$ cat src/rtl/sequential_multiplier_if.sv
// Request/response bundle for the iterative multiplier; the opcode field is named
// mul_type because "type" is a reserved word in SystemVerilog.
interface sequential_multiplier_if #(
    parameter int WIDTH = 32
);
    logic               in_valid;
    logic               in_ready;
    logic [WIDTH-1:0]   a;
    logic [WIDTH-1:0]   b;
    logic [WIDTH-1:0]   c;
    logic [WIDTH-1:0]   d;
    logic [2:0]         mul_type;
    logic               out_valid;
    logic               out_ready;
    logic [2*WIDTH-1:0] result;
    logic               busy;

    modport master (
        output in_valid, a, b, c, d, mul_type, out_ready,
        input  in_ready, out_valid, result, busy
    );

    modport slave (
        input  in_valid, a, b, c, d, mul_type, out_ready,
        output in_ready, out_valid, result, busy
    );
endinterface

$ cat src/rtl/sequential_multiplier.sv
// Iterative shift-add multiply / multiply-accumulate (MUL, MLA, UMULL, UMLAL, SMULL, SMLAL).
// Optional macro SEQ_MUL_EARLY_TERM_EN ends ITER as soon as the remaining multiplier bits are zero.
module sequential_multiplier #(
    parameter int WIDTH          = 32,
    parameter int BITS_PER_CYCLE = 2
) (
    input logic                    clk,
    input logic                    reset,
    sequential_multiplier_if.slave bus
);
    localparam int N     = WIDTH / BITS_PER_CYCLE;
    localparam int CNT_W = $clog2(N) + 1;
    localparam int W2    = 2 * WIDTH;

    typedef enum logic [1:0] {
        S_IDLE,
        S_ITER,
        S_FIX,
        S_DONE
    } state_t;

    state_t           state_q, state_d;
    logic [W2-1:0]    mcand_q, mcand_d;
    logic [W2-1:0]    acc_q, acc_d;
    logic [W2-1:0]    result_q, result_d;
    logic [WIDTH-1:0] mplier_q, mplier_d;
    logic [WIDTH-1:0] c_q, c_d;
    logic [WIDTH-1:0] d_q, d_d;
    logic [2:0]       type_q, type_d;
    logic             neg_q, neg_d;
    logic [CNT_W-1:0] cnt_q, cnt_d;
    logic             accept;
    logic             last_iter;
    logic             is_signed_req;

    // Two's-complement magnitude; the most-negative value maps onto 2^(WIDTH-1) unsigned.
    function automatic logic [WIDTH-1:0] magnitude(input logic signed [WIDTH-1:0] v);
        logic [WIDTH-1:0] r;
        r = v[WIDTH-1] ? (~v + WIDTH'(1)) : v;
        return r;
    endfunction

    function automatic logic [W2-1:0] partial_product(input logic [W2-1:0]             m,
                                                      input logic [BITS_PER_CYCLE-1:0] digit);
        logic [W2-1:0] pp;
        pp = '0;
        for (int i = 0; i < BITS_PER_CYCLE; i++) begin
            if (digit[i]) begin
                pp = pp + (m << i);
            end
        end
        return pp;
    endfunction

    function automatic logic [W2-1:0] fix_result(input logic [W2-1:0]    acc,
                                                 input logic             neg,
                                                 input logic [2:0]       t,
                                                 input logic [WIDTH-1:0] cw,
                                                 input logic [WIDTH-1:0] dw);
        logic [W2-1:0]    p;
        logic [WIDTH-1:0] lo;
        logic [W2-1:0]    r;
        p  = neg ? (~acc + W2'(1)) : acc;
        lo = p[WIDTH-1:0] + cw;
        case (t)
            3'b000:         r = {{WIDTH{1'b0}}, p[WIDTH-1:0]};
            3'b001:         r = {{WIDTH{1'b0}}, lo};
            3'b100, 3'b110: r = p;
            3'b101, 3'b111: r = p + {cw, dw};
            default:        r = '0;
        endcase
        return r;
    endfunction

    assign accept        = bus.in_valid && (state_q == S_IDLE);
    assign is_signed_req = (bus.mul_type[2:1] == 2'b11);

`ifdef SEQ_MUL_EARLY_TERM_EN
    assign last_iter = (cnt_q == CNT_W'(N - 1)) || ((mplier_q >> BITS_PER_CYCLE) == '0);
`else
    assign last_iter = (cnt_q == CNT_W'(N - 1));
`endif

    always_comb begin
        state_d  = state_q;
        mcand_d  = mcand_q;
        acc_d    = acc_q;
        result_d = result_q;
        mplier_d = mplier_q;
        c_d      = c_q;
        d_d      = d_q;
        type_d   = type_q;
        neg_d    = neg_q;
        cnt_d    = cnt_q;

        case (state_q)
            S_IDLE: begin
                if (accept) begin
                    type_d = bus.mul_type;
                    c_d    = bus.c;
                    d_d    = bus.d;
                    acc_d  = '0;
                    cnt_d  = '0;
                    if (is_signed_req) begin
                        mcand_d  = {{WIDTH{1'b0}}, magnitude(bus.a)};
                        mplier_d = magnitude(bus.b);
                        neg_d    = bus.a[WIDTH-1] ^ bus.b[WIDTH-1];
                    end else begin
                        mcand_d  = {{WIDTH{1'b0}}, bus.a};
                        mplier_d = bus.b;
                        neg_d    = 1'b0;
                    end
                    state_d = S_ITER;
                end
            end
            S_ITER: begin
                acc_d    = acc_q + partial_product(mcand_q, mplier_q[BITS_PER_CYCLE-1:0]);
                mcand_d  = mcand_q << BITS_PER_CYCLE;
                mplier_d = mplier_q >> BITS_PER_CYCLE;
                cnt_d    = cnt_q + CNT_W'(1);
                if (last_iter) begin
                    state_d = S_FIX;
                end
            end
            S_FIX: begin
                result_d = fix_result(acc_q, neg_q, type_q, c_q, d_q);
                state_d  = S_DONE;
            end
            S_DONE: begin
                if (bus.out_ready) begin
                    state_d = S_IDLE;
                end
            end
            default: state_d = S_IDLE;
        endcase
    end

    // Control and the visible result are reset; working registers are reloaded on every accept.
    always_ff @(posedge clk) begin
        if (reset) begin
            state_q  <= S_IDLE;
            result_q <= '0;
        end else begin
            state_q  <= state_d;
            result_q <= result_d;
        end
    end

    always_ff @(posedge clk) begin
        mcand_q  <= mcand_d;
        acc_q    <= acc_d;
        mplier_q <= mplier_d;
        c_q      <= c_d;
        d_q      <= d_d;
        type_q   <= type_d;
        neg_q    <= neg_d;
        cnt_q    <= cnt_d;
    end

    assign bus.in_ready  = (state_q == S_IDLE);
    assign bus.out_valid = (state_q == S_DONE);
    assign bus.busy      = (state_q != S_IDLE);
    assign bus.result    = result_q;
endmodule

$ cat src/flat_wrapper.sv
// flat-port wrapper written by rule: the top's interface ports become plain ports
module sequential_multiplier_flat 
#(
    parameter int WIDTH          = 32,
    parameter int BITS_PER_CYCLE = 2
)
  (clk, reset, bus_in_valid, bus_a, bus_b, bus_c, bus_d, bus_mul_type, bus_out_ready, bus_in_ready, bus_out_valid, bus_result, bus_busy);
  sequential_multiplier_if #(.WIDTH(WIDTH)) bus_i ();
  input logic clk;
  input logic reset;
  input wire logic [$bits(bus_i.in_valid)-1:0] bus_in_valid;
  input wire logic [$bits(bus_i.a)-1:0] bus_a;
  input wire logic [$bits(bus_i.b)-1:0] bus_b;
  input wire logic [$bits(bus_i.c)-1:0] bus_c;
  input wire logic [$bits(bus_i.d)-1:0] bus_d;
  input wire logic [$bits(bus_i.mul_type)-1:0] bus_mul_type;
  input wire logic [$bits(bus_i.out_ready)-1:0] bus_out_ready;
  output wire logic [$bits(bus_i.in_ready)-1:0] bus_in_ready;
  output wire logic [$bits(bus_i.out_valid)-1:0] bus_out_valid;
  output wire logic [$bits(bus_i.result)-1:0] bus_result;
  output wire logic [$bits(bus_i.busy)-1:0] bus_busy;
  assign bus_i.in_valid = bus_in_valid;
  assign bus_i.a = bus_a;
  assign bus_i.b = bus_b;
  assign bus_i.c = bus_c;
  assign bus_i.d = bus_d;
  assign bus_i.mul_type = bus_mul_type;
  assign bus_i.out_ready = bus_out_ready;
  assign bus_in_ready = bus_i.in_ready;
  assign bus_out_valid = bus_i.out_valid;
  assign bus_result = bus_i.result;
  assign bus_busy = bus_i.busy;
  sequential_multiplier #(.WIDTH(WIDTH), .BITS_PER_CYCLE(BITS_PER_CYCLE)) u_core (.clk(clk), .reset(reset), .bus(bus_i));
endmodule
$ cat config.mk
export PLATFORM = sky130hd
export DESIGN_NAME = sequential_multiplier_flat
export DESIGN_NICKNAME = d
export VERILOG_FILES = /design/src/rtl/sequential_multiplier_if.sv /design/src/rtl/sequential_multiplier.sv /design/src/flat_wrapper.sv
export SDC_FILE = /design/constraint.sdc
export NUM_CORES = 1
export LEC_CHECK = 0
export CORE_MARGIN = 2
export CORE_UTILIZATION = 57
export DETAILED_ROUTE_END_ITERATION = 8
export GPL_TIMING_DRIVEN = 0
export PLACE_DENSITY_LB_ADDON = 0.12
export SKIP_LAST_GASP = 1
export SLEW_MARGIN = 10
export SYNTH_ARGS = -nofsm -noshare
export SYNTH_HDL_FRONTEND = slang
export SYNTH_SLANG_ARGS = --single-unit
$ cat constraint.sdc
create_clock -name clk -period 8.8 [get_ports clk]
set_clock_uncertainty 0.2 [all_clocks]
set_input_delay 1.76 -clock clk [delete_from_list [all_inputs] [get_ports clk]]
set_output_delay 1.76 -clock clk [all_outputs]
set_load 0.005 [all_outputs]
==> flow_metrics.env <==
export IMPL_rsz0062_at_grt="false"
export IMPL_fp_row_count=81
export IMPL_ant_nets=0
export IMPL_area_delta_synth_final_pct=14.8
export IMPL_synth_top_area_share_pct=24.6
export IMPL_die_w_um=228
export IMPL_fmax_mhz=119
export IMPL_vias=29142
export IMPL_n_antenna_cell=0
export IMPL_ys_flop_type="edfxtp_1"
export IMPL_antenna_found_initial=1
export IMPL_crit_required_ns=8.91
export IMPL_ys_top_cells_by_area="edfxtp_1 25%, ha_1 9.0%, xnor2_1 6.7%, a21oi_1 5.5%, nand2_1 4.8%"
export IMPL_yosysUniqueCellTypes=99
export IMPL_core_sq_um=49200
export IMPL_pin_count=202
export IMPL_tritoncts="built"
export IMPL_cts_root_buf="clkbuf_16"
export IMPL_slowest_stage="o31ai_2"
export IMPL_wirelength_um=103000
export IMPL_syn_inst=3481
export IMPL_min_to="u_core.bus.result[22]"
export IMPL_fin_nets=4067
export IMPL_r2r_end="u_core.acc_q[60]"
export IMPL_timing_rr_start="u_core.mplier_q[0]"
export IMPL_synth_top_area_cell="edfxtp_1"
export IMPL_worstHoldPathType="flop to flop"
export IMPL_grt_pass1_wl_um=155000
export IMPL_syn_area_sq_um=28500
export IMPL_instances_no_fill=4415
export IMPL_synth_fp_nets=3826
export IMPL_htreeDepth=2
export IMPL_crit_path_end_kind="flop"
export IMPL_grt_pass1_vias=27469
export IMPL_overflow=0
export IMPL_dp_cells=4348
export IMPL_grt_max_degree=68
export IMPL_avgRoutedWirePerCell_um=23.3
export IMPL_fin_crit_ns=8.38
export IMPL_synth_edf_count=233
export IMPL_dr_pass1_iters=9
export IMPL_drcViolationCount=0
export IMPL_r2r_cells=30
export IMPL_yosysSeqAreaShare_pct=29.2
export IMPL_initial_core_util_pct=58.0
export IMPL_die_area_sq_um=51800
export IMPL_hpwl_um=80800
export IMPL_via_per_inst=6.60
export IMPL_worstMarginPinSlew_ns=1.07
export IMPL_synth_seq_cells=299
export IMPL_hp_start="u_core.bus.result[22]"
export IMPL_syn_mean_instance_area_sq_um=8.18
export IMPL_r2r_slack_ns=0.42
export IMPL_clock_latency_ns=0.58
export IMPL_startpoint_type="flop"
export IMPL_async_flop_share_pct=0
export IMPL_max_slew_margin_pct=28.8
export IMPL_yosys_warnings=0
export IMPL_cap_violations=0
export IMPL_min_period_over_period_pct=95.2
export IMPL_outcome="completed"
export IMPL_clk_path_buf_depth=3
export IMPL_portBuffers=200
export IMPL_gp_congestion=1.00
export IMPL_slew_viol_final=0
export IMPL_crit_type="flop to flop"
export IMPL_finalSetupViolations=0
export IMPL_die_h_um=228
export IMPL_cp_arrival_ns=8.49
export IMPL_numCtsBuffers=37
export IMPL_slowest_delay_ns=0.44
export IMPL_hold_depth=1
export IMPL_cts_sinks=299
export IMPL_clkTransAtPathRegs_ns=0.07
export IMPL_post_cts_buffers=0
export IMPL_drive_gt1_share_pct=3.65
export IMPL_track_usage_pct=38.9
export IMPL_drtIter0Drc=3673
export IMPL_path_max_fanout=19
export IMPL_final_hold_violation_count=0
[flip-flops by register name (all words and copies together) (netlist names)]
register           count
u_core.type_q          3
u_core.state_q         2
u_core.neg_q           1
u_core.acc_q          64
u_core.mplier_q       32
u_core.bus.result     64
u_core.d_q            32
u_core.cnt_q           5
u_core.mcand_q        64
u_core.c_q            32
[metal layers]
layer  vias up  track usage (%)  wire length, um
met2      1711             62.4            45500
li1      13390                -                -
met1     13651             49.0            40900
met3       388             6.29             9160
met4         2             24.2             7150
met5         -                0               13
[cell type report]
type                    count  area, sq um
multi-input cells        2870        19000
well taps                 664          831
flip-flops and latches    299         8320
plain buffers             204          791
clock inverters            19          238
inverters                 107          402
repair buffers            203         2080
clock buffers              49         1040
fillers                  4007        16400
[cell families after synthesis]
group           count (synthesis)  synth area share (%)
compound gates               1170                  26.3
mux                            41                  1.52
xor+xnor                      322                  9.90
fa+ha+maj                     212                  9.40
flops                         299                  29.2
simple gates                 1125                  19.5
buf+inv                       312                  4.18
[repair_timing]
action                                  4_1_cts  5_1_grt
endpoints found under the setup margin       10        8
gates cloned                                  0        0
hold endpoints to repair                      0        0
hold buffers                                  0        0
gates resized for setup                       1        6
[cell usage in the layout, fill, tap and decap left out, types with 23 or more instances in the layout]
master and count:
a211oi_1 30, a21o_1 117, a21oi_1 311, a22oi_1 40
a31oi_1 30, and2_1 89, and3_1 33, clkbuf_1 187
clkbuf_16 39, clkdlybuf4s50_1 200, dfxtp_1 66, edfxtp_1 233
ha_1 206, inv_1 105, mux2i_1 24, nand2_1 365
nand2b_1 33, nand3_1 59, nand4_1 49, nor2_1 258
nor2b_1 31, nor3_1 63, o211ai_1 23, o21a_1 34
o21ai_0 247, o21ai_1 42, o21bai_1 44, o22ai_1 36
o31ai_1 42, or3_1 31, xnor2_1 218, xor2_1 104
[worst max-delay path, delay by kind of cell (launching register included)]
family          cells  cell delay (ns)
compound gates     13             3.43
fa+ha+maj           3             0.79
buf+inv             7             1.99
flops               1             0.42
mux                 1             0.14
simple gates        6             1.14
[metrics by stage]
stage               setup TNS [ns]  instance area, sq um  util (%)  hold WS [ns]  setup WS, ns
floorplan                        0                 28500         -         0.249          1.30
global placement           -193.65                 31300      63.7         0.241         -1.18
detailed placement           -3.85                 31400      63.9         0.248        -0.589
CTS                              0                 32700      66.5         0.262        0.0938
global route                     0                 32700      66.5         0.297        0.0188
finish                           0                 32700      66.5         0.261         0.419
[synthesized netlist by cell type (all sizes together), types with 10 or more instances]
cell,count
o22ai,36
a22oi,40
nand2b,35
inv,106
a21o,118
ha,206
nand3b,10
or3,33
o21ai,291
a21oi,312
o21a,34
clkbuf,182
and2,90
a211oi,32
edfxtp,233
nor2,258
nor2b,31
dfxtp,66
xnor2,218
nand2,365
nand4,49
and3,33
a31oi,30
mux2,17
or2,11
xor2,104
nor3,64
o21bai,44
mux2i,24
o41ai,19
buf,23
o211ai,23
a221oi,14
o31ai,49
or4,18
nor4,20
nand3,59
[worst max path at each step]
| stage | start | to | slack (ns) | cells past startpoint |
|---|---|---|---|---|
| 6_report | u_core.mplier_q[0] | u_core.acc_q[60] | 0.42 | 30 |
| 5_1_grt | u_core.mplier_q[0] | u_core.acc_q[60] | 0.02 | 28 |
| 4_1_cts | u_core.mplier_q[0] | u_core.acc_q[60] | 0.09 | 30 |
| 3_5_place_dp | u_core.mplier_q[0] | u_core.acc_q[60] | -0.59 | 31 |
| 3_3_place_gp | bus_in_valid | u_core.mcand_q[4] | -1.18 | 3 |
| 2_1_floorplan | bus_in_valid | u_core.acc_q[0] | 1.30 | 2 |
Power is left out: the tool's default activity adds up to more than one toggle a clock period on the data nets, which glitch-free logic cannot reach.
